[config.mk]
export PLATFORM = sky130hd
export DESIGN_NAME = button_repeat_unit_flat
export DESIGN_NICKNAME = d
export VERILOG_FILES = /design/src/rtl/tetris_pkg.sv /design/src/rtl/button_repeat_unit_if.sv /design/src/rtl/button_repeat_unit_btn_channel.sv /design/src/rtl/button_repeat_unit.sv /design/src/flat_wrapper.sv
export SDC_FILE = /design/constraint.sdc
export NUM_CORES = 1
export LEC_CHECK = 0
export CAP_MARGIN = 30
export CELL_PAD_IN_SITES_DETAIL_PLACEMENT = 0
export CELL_PAD_IN_SITES_GLOBAL_PLACEMENT = 2
export CORE_MARGIN = 2
export CORE_UTILIZATION = 41
export CTS_BUF_LIST = sky130_fd_sc_hd__clkbuf_16
export DETAILED_ROUTE_END_ITERATION = 10
export PLACE_DENSITY = 0.82
export SKIP_LAST_GASP = 1
export SLEW_MARGIN = 20
export SYNTH_ARGS = -nofsm -noshare
export SYNTH_HDL_FRONTEND = slang
export SYNTH_SLANG_ARGS = --single-unit
[constraint.sdc]
create_clock -name clk_25_175 -period 5.3 [get_ports clk_25_175]
set_input_delay 0.53 -clock clk_25_175 [delete_from_list [all_inputs] [get_ports clk_25_175]]
set_output_delay 0.53 -clock clk_25_175 [all_outputs]
set_load 0.02 [all_outputs]
[src/rtl/tetris_pkg.sv]
// Shared types and timing defaults for the button conditioning path.
// All cycle counts assume the 25.175 MHz pixel clock.
package tetris_pkg;

   typedef enum logic [1:0] {
      IDLE,
      DELAY,
      REPEAT,
      HELD
   } rpt_state_e;

   localparam int DEF_SYNC_STAGES     = 2;
   localparam int DEF_DEBOUNCE_CYCLES = 250000;
   localparam int DEF_DAS_CYCLES      = 4000000;
   localparam int DEF_ARR_CYCLES      = 1000000;

   // Bits needed to hold counts 0..n-1, never less than one bit.
   function automatic int cnt_width(input int n);
      int w;
      w = $clog2(n);
      return (w < 1) ? 1 : w;
   endfunction

endpackage

[src/rtl/button_repeat_unit_if.sv]
// Bundle of raw button inputs, repeat controls and conditioned outputs.
// master drives the board side; slave is the conditioning unit.
interface button_repeat_unit_if #(
   parameter int NUM_BTN = 3
) ();

   logic [NUM_BTN-1:0] btn_raw;
   logic [NUM_BTN-1:0] repeat_en;
   logic               pause;
   logic [NUM_BTN-1:0] btn_level;
   logic [NUM_BTN-1:0] btn_press;
   logic [NUM_BTN-1:0] btn_release;
   logic [NUM_BTN-1:0] btn_is_repeat;

   modport master (
      output btn_raw,
      output repeat_en,
      output pause,
      input  btn_level,
      input  btn_press,
      input  btn_release,
      input  btn_is_repeat
   );

   modport slave (
      input  btn_raw,
      input  repeat_en,
      input  pause,
      output btn_level,
      output btn_press,
      output btn_release,
      output btn_is_repeat
   );

endinterface

[src/rtl/button_repeat_unit_btn_channel.sv]
// One button: synchroniser, debounce and the hold-to-repeat FSM.
// Every output is a flop; events from debounce feed the FSM in the same cycle.
module btn_channel
   import tetris_pkg::*;
#(
   parameter int SYNC_STAGES     = DEF_SYNC_STAGES,
   parameter int DEBOUNCE_CYCLES = DEF_DEBOUNCE_CYCLES,
   parameter int DAS_CYCLES      = DEF_DAS_CYCLES,
   parameter int ARR_CYCLES      = DEF_ARR_CYCLES,
   parameter bit ACTIVE_LOW      = 1'b0
) (
   input  logic clk_25_175,
   input  logic reset,
   input  logic raw_i,
   input  logic repeatEn_i,
   input  logic pause_i,
   output logic level_o,
   output logic press_o,
   output logic release_o,
   output logic isRepeat_o
);

   localparam int RPT_MAX = (DAS_CYCLES > ARR_CYCLES) ? DAS_CYCLES : ARR_CYCLES;
   localparam int DW      = cnt_width(DEBOUNCE_CYCLES);
   localparam int RW      = cnt_width(RPT_MAX);

   localparam logic [DW-1:0] DB_LAST  = DW'(DEBOUNCE_CYCLES - 1);
   localparam logic [RW-1:0] DAS_LAST = RW'(DAS_CYCLES - 1);
   localparam logic [RW-1:0] ARR_LAST = RW'(ARR_CYCLES - 1);

   logic [SYNC_STAGES-1:0] sync_q;
   logic [DW-1:0]          dbCnt_q;
   logic                   level_q;
   rpt_state_e             state_q;
   logic [RW-1:0]          rptCnt_q;
   logic                   press_q;
   logic                   release_q;
   logic                   isRepeat_q;

   logic syncBit;
   logic dbDone;
   logic riseEvt;
   logic fallEvt;
   logic rptDue;

   assign syncBit = sync_q[SYNC_STAGES-1];
   assign dbDone  = (syncBit != level_q) && (dbCnt_q == DB_LAST);
   assign riseEvt = dbDone & syncBit;
   assign fallEvt = dbDone & ~syncBit;
   assign rptDue  = (rptCnt_q == ((state_q == DELAY) ? DAS_LAST : ARR_LAST));

   // Any sample agreeing with the stable level restarts the count, so bounce never flips it.
   always_ff @(posedge clk_25_175) begin
      if (reset) begin
         sync_q  <= '0;
         dbCnt_q <= '0;
         level_q <= 1'b0;
      end else begin
         sync_q <= {sync_q[SYNC_STAGES-2:0], raw_i ^ ACTIVE_LOW};
         if (syncBit == level_q) begin
            dbCnt_q <= '0;
         end else if (dbCnt_q == DB_LAST) begin
            level_q <= syncBit;
            dbCnt_q <= '0;
         end else begin
            dbCnt_q <= dbCnt_q + DW'(1);
         end
      end
   end

   // A release outranks a repeat falling due in the same cycle.
   always_ff @(posedge clk_25_175) begin
      if (reset) begin
         state_q    <= IDLE;
         rptCnt_q   <= '0;
         press_q    <= 1'b0;
         release_q  <= 1'b0;
         isRepeat_q <= 1'b0;
      end else begin
         press_q    <= 1'b0;
         release_q  <= 1'b0;
         isRepeat_q <= 1'b0;
         if (fallEvt) begin
            release_q <= 1'b1;
            state_q   <= IDLE;
            rptCnt_q  <= '0;
         end else begin
            case (state_q)
               IDLE: begin
                  if (riseEvt) begin
                     press_q  <= 1'b1;
                     rptCnt_q <= '0;
                     state_q  <= repeatEn_i ? DELAY : HELD;
                  end
               end
               DELAY, REPEAT: begin
                  if (!repeatEn_i) begin
                     state_q  <= HELD;
                     rptCnt_q <= '0;
                  end else if (!pause_i) begin
                     if (rptDue) begin
                        press_q    <= 1'b1;
                        isRepeat_q <= 1'b1;
                        rptCnt_q   <= '0;
                        state_q    <= REPEAT;
                     end else begin
                        rptCnt_q <= rptCnt_q + RW'(1);
                     end
                  end
               end
               HELD: begin
                  rptCnt_q <= '0;
               end
               default: begin
                  state_q  <= IDLE;
                  rptCnt_q <= '0;
               end
            endcase
         end
      end
   end

   assign level_o    = level_q;
   assign press_o    = press_q;
   assign release_o  = release_q;
   assign isRepeat_o = isRepeat_q;

endmodule

[src/rtl/button_repeat_unit.sv]
// Input conditioner for the player buttons: NUM_BTN independent channels
// between the raw board pins and the piece-movement logic.
module button_repeat_unit
   import tetris_pkg::*;
#(
   parameter int NUM_BTN         = 3,
   parameter int SYNC_STAGES     = DEF_SYNC_STAGES,
   parameter int DEBOUNCE_CYCLES = DEF_DEBOUNCE_CYCLES,
   parameter int DAS_CYCLES      = DEF_DAS_CYCLES,
   parameter int ARR_CYCLES      = DEF_ARR_CYCLES,
   parameter bit ACTIVE_LOW      = 1'b0
) (
   input  logic clk_25_175,
   input  logic reset,
   button_repeat_unit_if.slave bus
);

   logic [NUM_BTN-1:0] levelVec;
   logic [NUM_BTN-1:0] pressVec;
   logic [NUM_BTN-1:0] releaseVec;
   logic [NUM_BTN-1:0] isRepeatVec;

   for (genvar i = 0; i < NUM_BTN; i++) begin : g_chan
      btn_channel #(
         .SYNC_STAGES    (SYNC_STAGES),
         .DEBOUNCE_CYCLES(DEBOUNCE_CYCLES),
         .DAS_CYCLES     (DAS_CYCLES),
         .ARR_CYCLES     (ARR_CYCLES),
         .ACTIVE_LOW     (ACTIVE_LOW)
      ) u_chan (
         .clk_25_175(clk_25_175),
         .reset     (reset),
         .raw_i     (bus.btn_raw[i]),
         .repeatEn_i(bus.repeat_en[i]),
         .pause_i   (bus.pause),
         .level_o   (levelVec[i]),
         .press_o   (pressVec[i]),
         .release_o (releaseVec[i]),
         .isRepeat_o(isRepeatVec[i])
      );
   end

   assign bus.btn_level     = levelVec;
   assign bus.btn_press     = pressVec;
   assign bus.btn_release   = releaseVec;
   assign bus.btn_is_repeat = isRepeatVec;

endmodule

[src/flat_wrapper.sv]
// flat-port wrapper written by rule: the top's interface ports become plain ports
module button_repeat_unit_flat import tetris_pkg::*;
#(
   parameter int NUM_BTN         = 3,
   parameter int SYNC_STAGES     = DEF_SYNC_STAGES,
   parameter int DEBOUNCE_CYCLES = DEF_DEBOUNCE_CYCLES,
   parameter int DAS_CYCLES      = DEF_DAS_CYCLES,
   parameter int ARR_CYCLES      = DEF_ARR_CYCLES,
   parameter bit ACTIVE_LOW      = 1'b0
)
  (clk_25_175, reset, bus_btn_raw, bus_repeat_en, bus_pause, bus_btn_level, bus_btn_press, bus_btn_release, bus_btn_is_repeat);
  button_repeat_unit_if #(.NUM_BTN(NUM_BTN)) bus_i ();
  input  logic clk_25_175;
  input  logic reset;
  input wire logic [$bits(bus_i.btn_raw)-1:0] bus_btn_raw;
  input wire logic [$bits(bus_i.repeat_en)-1:0] bus_repeat_en;
  input wire logic [$bits(bus_i.pause)-1:0] bus_pause;
  output wire logic [$bits(bus_i.btn_level)-1:0] bus_btn_level;
  output wire logic [$bits(bus_i.btn_press)-1:0] bus_btn_press;
  output wire logic [$bits(bus_i.btn_release)-1:0] bus_btn_release;
  output wire logic [$bits(bus_i.btn_is_repeat)-1:0] bus_btn_is_repeat;
  assign bus_i.btn_raw = bus_btn_raw;
  assign bus_i.repeat_en = bus_repeat_en;
  assign bus_i.pause = bus_pause;
  assign bus_btn_level = bus_i.btn_level;
  assign bus_btn_press = bus_i.btn_press;
  assign bus_btn_release = bus_i.btn_release;
  assign bus_btn_is_repeat = bus_i.btn_is_repeat;
  button_repeat_unit #(.NUM_BTN(NUM_BTN), .SYNC_STAGES(SYNC_STAGES), .DEBOUNCE_CYCLES(DEBOUNCE_CYCLES), .DAS_CYCLES(DAS_CYCLES), .ARR_CYCLES(ARR_CYCLES), .ACTIVE_LOW(ACTIVE_LOW)) u_core (.clk_25_175(clk_25_175), .reset(reset), .bus(bus_i));
endmodule
; After elaboration in Yosys (flattened, before gate mapping)
; Index checks and enable logic that the tools add are counted.
[op_classes]
div_mod_pow = 0
n_bitwise = 15
addsub = 6
n_mux = 54
shifts = 0
n_mul = 0
magnitude_cmp = 0
n_eq_ne = 30
n_reduce_logical = 30
[op_table]
columns = operator, count
row1 = $mux W22, 15
row2 = $pmux W22 S3, 3
row3 = $add A22 B1 Y22 const B, 3
row4 = $eq A22 B22 Y1, 3
row5 = $add A18 B1 Y18 const B, 3
row6 = $eq A18 B18 Y1 const B, 3
row7 = $mux W2, 15
row8 = $ne A3 B3 Y1 const B, 6
row9 = $reduce_or A3 Y1, 6
row10 = $mux W1, 15
row11 = $eq A2 B2 Y1 const B, 6
row12 = $pmux W2 S2, 3
row13 = $reduce_and A2 Y1, 6
row14 = $reduce_and A4 Y1, 3
row15 = $reduce_or A2 Y1, 6
row16 = $not A1 Y1, 9
row17 = $and A1 B1 Y1, 6
row18 = $eq A2 B1 Y1 const B, 3
row19 = $logic_not A2 Y1, 3
row20 = $ne A2 B2 Y1 const B, 3
row21 = $pmux W1 S2, 3
row22 = $reduce_bool A2 Y1, 3
row23 = $eq A1 B1 Y1, 3
row24 = $logic_and A1 B1 Y1, 3
row25 = $ne A1 B1 Y1, 3
[word_totals]
ramBits = 0
reg_bits = 144
inputBits = 9
wordCells = 159
mem_bits_ro = 0
latchBits = 0
n_memories = 0

; Depth between registers and ports, before layout
[logic_depth]
ltp_word = 7
ltp_mapped = 9
ltp_nobuf = 8

; By module
; From an unflattened synthesis, not the netlist that was laid out.
[unflattened]
hier_cells = 963
area_unflattened_um2 = 7699.9
[by_module_without_submodules]
columns = module, cells_each, seq_area_each_um2, area_each_um2, n_inst
row1 = btn_channel at u_core.g_chan[0].u_chan, 325, 960.9, 2622.5, 1
row2 = btn_channel at u_core.g_chan[2].u_chan, 325, 960.9, 2600.0, 1
row3 = btn_channel at u_core.g_chan[1].u_chan, 313, 960.9, 2477.4, 1

; Worst setup path before layout
; No wires, ideal clock.
[synth_timing]
path_type = register to register
start = reg u_core.g_chan[1].u_chan.rptCnt_q[12]
end = reg u_core.g_chan[1].u_chan.rptCnt_q[9]
path_stages_with_launch = 8
arrival_ps = 2342
required_time_ps = 5172
setup_slack_ps = 2831
path_cell_list = dfxtp_1 -> or4b_1 -> or4_4 -> a2111oi_4 -> nor3_4 -> buf_6 -> a22oi_1 -> nor2_1
[synth_via]
elab_chain_cells = 5
[synth_lines]
columns = element, line_no
row1 = start: declaration, button_repeat_unit_btn_channel.sv:35  ; logic [RW-1:0] rptCnt_q;
row2 = start signal: assignment, button_repeat_unit_btn_channel.sv:107  ; rptCnt_q <= rptCnt_q + RW'(1);
row3 = $eq A22 B22 Y1, button_repeat_unit_btn_channel.sv:50  ; assign rptDue = (rptCnt_q == ((state_q == DELAY) ? DAS_LAST : ARR_LAST));
row4 = $mux W22, button_repeat_unit_btn_channel.sv:101  ; if (rptDue) begin
row5 = $mux W22, button_repeat_unit_btn_channel.sv:100  ; end else if (!pause_i) begin
row6 = $mux W22, button_repeat_unit_btn_channel.sv:97  ; if (!repeatEn_i) begin
row7 = $pmux W22 S3, button_repeat_unit_btn_channel.sv:88  ; case (state_q)
; No other way between the ends. The select of a mux whose other input is x is not followed.
; A chain may end at the register's enable or synchronous reset.

; Final worst setup path
[layout_timing]
start = reg u_core.g_chan[2].u_chan.dbCnt_q[13]
end = reg u_core.g_chan[2].u_chan.rptCnt_q[14]
[layout_via]
elab_chain_cells = 5
[layout_lines]
columns = element, line_no
row1 = start: declaration, button_repeat_unit_btn_channel.sv:32  ; logic [DW-1:0] dbCnt_q;
row2 = start signal: assignment, button_repeat_unit_btn_channel.sv:66  ; dbCnt_q <= dbCnt_q + DW'(1);
row3 = $eq A18 B18 Y1 (*), button_repeat_unit_btn_channel.sv:47  ; assign dbDone = (syncBit != level_q) && (dbCnt_q == DB_LAST);
row4 = $logic_and A1 B1 Y1 (*), button_repeat_unit_btn_channel.sv:47
row5 = $and A1 B1 Y1, button_repeat_unit_btn_channel.sv:48  ; assign riseEvt = dbDone & syncBit;
row6 = $ne A2 B2 Y1 (no source line), n/a
row7 = $reduce_and A2 Y1 (no source line), n/a
row8 = end signal: assignment, button_repeat_unit_btn_channel.sv:107
row9 = end: declaration, button_repeat_unit_btn_channel.sv:35
; Every way passes the cells marked *; elsewhere a longest branch is shown, timed or not.

==> flow_summary.ini <==
[die]
start_util = 0.4199
pin_count = 21
rows = 49
dieArea_sq_um = 19630
die_w_microns = 140.1
core-area_sq_um = 18090
die_h_microns = 140.1

[sta]
tightest_slew_ns = 0.8075
drv_slew = 0
min_period_over_period = 0.5801
setup_viol_count_final = 0
clock_skew_ns = 0.01121
relSlewSlack = 0.4616
hold_ws_ns = 0.4373
min_period_ns = 3.074
timing.final.hold_violations = 0
max_freq_mhz = 325.3
tns_ns = 0
rsz0062_at_grt = no

[setup_path]
crit_chain = or4b_2, nor3_4, a21oi_2, buf_4, nor3_2, buf_4, or3b_2, a21oi_1
slowest_stage = or4b_2
critPathRequiredTime_ns = 5.65
end_kind = register
crit_top_cell = buf_4
start_kind = register
critPathKind = register to register
crit_fanout = 26
critical_path_buf_inv_count = 2
critPathTopFamily = simple AND/OR/NAND/NOR gates
worstPathArrival_ns = 3.42
slowest_delay_ns = 0.74

[routing]
drt_first_pass_iters = 5
drc = 0
route.antenna.remaining_nets = 0
routed-wl-met3_microns = 606
route.top_layer_used = met4
drtIter0Drc = 419
wl_met2_microns = 9381
vias_per_cell = 5.767
wl_per_cell_microns = 16.03
routed_wl_microns = 18900
wl_met1_microns = 8520
dr_total_vias = 6799

[synth]
synth_top_cell_by_area = dfxtp_1
yosysTopAreaCellShare = 0.3796
synth.distinct_cells = 75
syn_inst = 937
synthTopCellsByArea = dfxtp_1 38%, nor2_1 4.9%, a21oi_1 4.6%, nand2_1 4.2%, nand3_1 3.4%
synthArstFlopShare = 0
synth_common_cells = 144 x dfxtp_1, 99 x nor2_1, 84 x nand2_1
synth_most_common_cell = dfxtp_1
ys_ff_latch = 144
yosys_warnings = 0
syn_area_sq_um = 7594
yosysSeqAreaShare = 0.3796
synth_nets = 961
synth-edff-count = 0
synth_ff_type = dfxtp_1
avgSynthCellArea_sq_um = 8.104

[clock_tree]
htreeDepth = 4
clk_latency_ns = 0.42
cts_tree = built
postCtsSetupBuffers = 0
cts_buffers = 17
post_cts_resized = 0
root_buffer = clkbuf_16
cts.reportedPaths.clkPinSlew_ns = 0.06
clockBufferDepth = 2
cts_num_sinks = 144
ctsHoldBuffers = 0

[global_route]
grt_max_degree = 27
antenna_found_initial = 0
grt_pass1_wl_microns = 32090
grt_pass1_vias = 6750
track_usage = 0.1980
gr-total-overflow = 0

[finish]
syn_to_final_growth_pct = 11.98
fillCellCount = 1757
finish.net_count = 961
drive_above_1_share = 0.06849

[status]
status = complete, no violations

[power_and_ir_drop]
peakVddDrop_mv = 0.2105
p_per_area_nw_per_um2 = 272.4
p_leak_nw = 2.696

[place]
gp_congestion = 0.8079
io_buffers = 20
hpwl_microns = 13030

[hold_path]
hp-class = register to register

[flow_run]
cap_violations = 0
per-layer routing:
layer	global-route usage	vias up
li1	-	3418
met1	0.2415	3220
met3	0.03966	27
met2	0.3461	134
met5	0	-
met4	0.07390	0
worst paths after layout:
| check | end | slack [ns] | from | cells past startpoint |
|---|---|---|---|---|
| hold / removal | u_core.g_chan[0].u_chan.sync_q[1] | 0.44 | u_core.g_chan[0].u_chan.sync_q[0] | 1 |
| setup / recovery | u_core.g_chan[2].u_chan.rptCnt_q[14] | 2.23 | u_core.g_chan[2].u_chan.dbCnt_q[13] | 8 |
| setup reg to reg | u_core.g_chan[2].u_chan.rptCnt_q[14] | 2.23 | u_core.g_chan[2].u_chan.dbCnt_q[13] | 8 |
| hold reg to reg | u_core.g_chan[0].u_chan.sync_q[1] | 0.44 | u_core.g_chan[0].u_chan.sync_q[0] | 1 |
per-stage QoR:
step	std cells	utilization	setup WS, ns	cell area, sq um	power, W
global placement	1145	0.4367	2.060	7898	0.001142
floorplan	937	-	2.831	7594	0.001128
CTS	1176	0.4686	2.236	8474	0.002342
finish	1179	0.4701	2.226	8503	0.002316
global route	1178	0.4700	1.896	8501	0.002390
detailed placement	1145	0.4367	1.993	7898	0.001143
logic make-up (layout without fill, tap and decap cells):
logic type	after synthesis	in the layout	synth area share
adders and majority gates	15	15	0.02472
xor gates and xnor gates	45	45	0.05190
muxes	3	3	0.003955
buffers and inverters	68	80	0.04169
other	0	1	0
DFF	144	144	0.3796
and+or+nand+nor	483	483	0.3518
AOI/OAI and AO/OA	179	179	0.1463
report_power, final:
part           leakage (nW)  total (W)  internal (W)  switching (W)
logic                  1.25  0.0000339     0.0000118      0.0000222
registers              1.16    0.00109       0.00109     0.00000178
clock network         0.282    0.00120      0.000728       0.000467
cells in the final DEF (no fill, tap or decap), types with 5 or more instances in the layout:
master,netlist,routed
dfxtp_1,144,144
nor2_1,99,99
nand2_1,84,84
a21oi_1,70,70
nand3_1,52,52
nor3_1,41,41
o21ai_0,41,41
nand4_1,31,31
xor2_1,28,28
and3_1,23,23
inv_1,19,21
clkdlybuf4s50_1,0,20
or3_1,19,19
nand3b_1,18,18
nor2b_1,17,17
xnor2_1,17,17
clkbuf_16,0,17
ha_1,15,15
nor4_1,14,14
and4_1,14,14
a31oi_1,13,12
and2_1,9,9
a211oi_1,8,8
nand4b_1,7,7
o21a_1,7,7
buf_4,12,7
a21boi_0,6,6
or4_1,6,6
or2_2,5,5
nor4b_1,5,5
nand2b_1,5,5
nor3b_1,5,5
sequential cells by signal, summed over array words and instances, names as in the netlist:
register / cells
u_core.g_chan.u_chan.dbCnt_q: 54
u_core.g_chan.u_chan.level_o: 3
u_core.g_chan.u_chan.state_q: 6
u_core.g_chan.u_chan.rptCnt_q: 66
u_core.g_chan.u_chan.sync_q: 6
u_core.g_chan.u_chan.press_o: 3
u_core.g_chan.u_chan.isRepeat_o: 3
u_core.g_chan.u_chan.release_o: 3
cell type report:
type | count | area (sq um) | share of cell area
Timing Repair Buffer | 29 | 279.0 | 0.03281
Antenna cell | 1 | 2.502 | 0.0002943
Multi-Input combinational cell | 725 | 4400 | 0.5175
Clock buffer | 17 | 425.4 | 0.05003
Tap cell | 229 | 286.5 | 0.03370
Inverter | 20 | 75.07 | 0.008829
Sequential cell | 144 | 2883 | 0.3390
Clock inverter | 14 | 151.4 | 0.01780
Power figures use the tool's default switching activity.
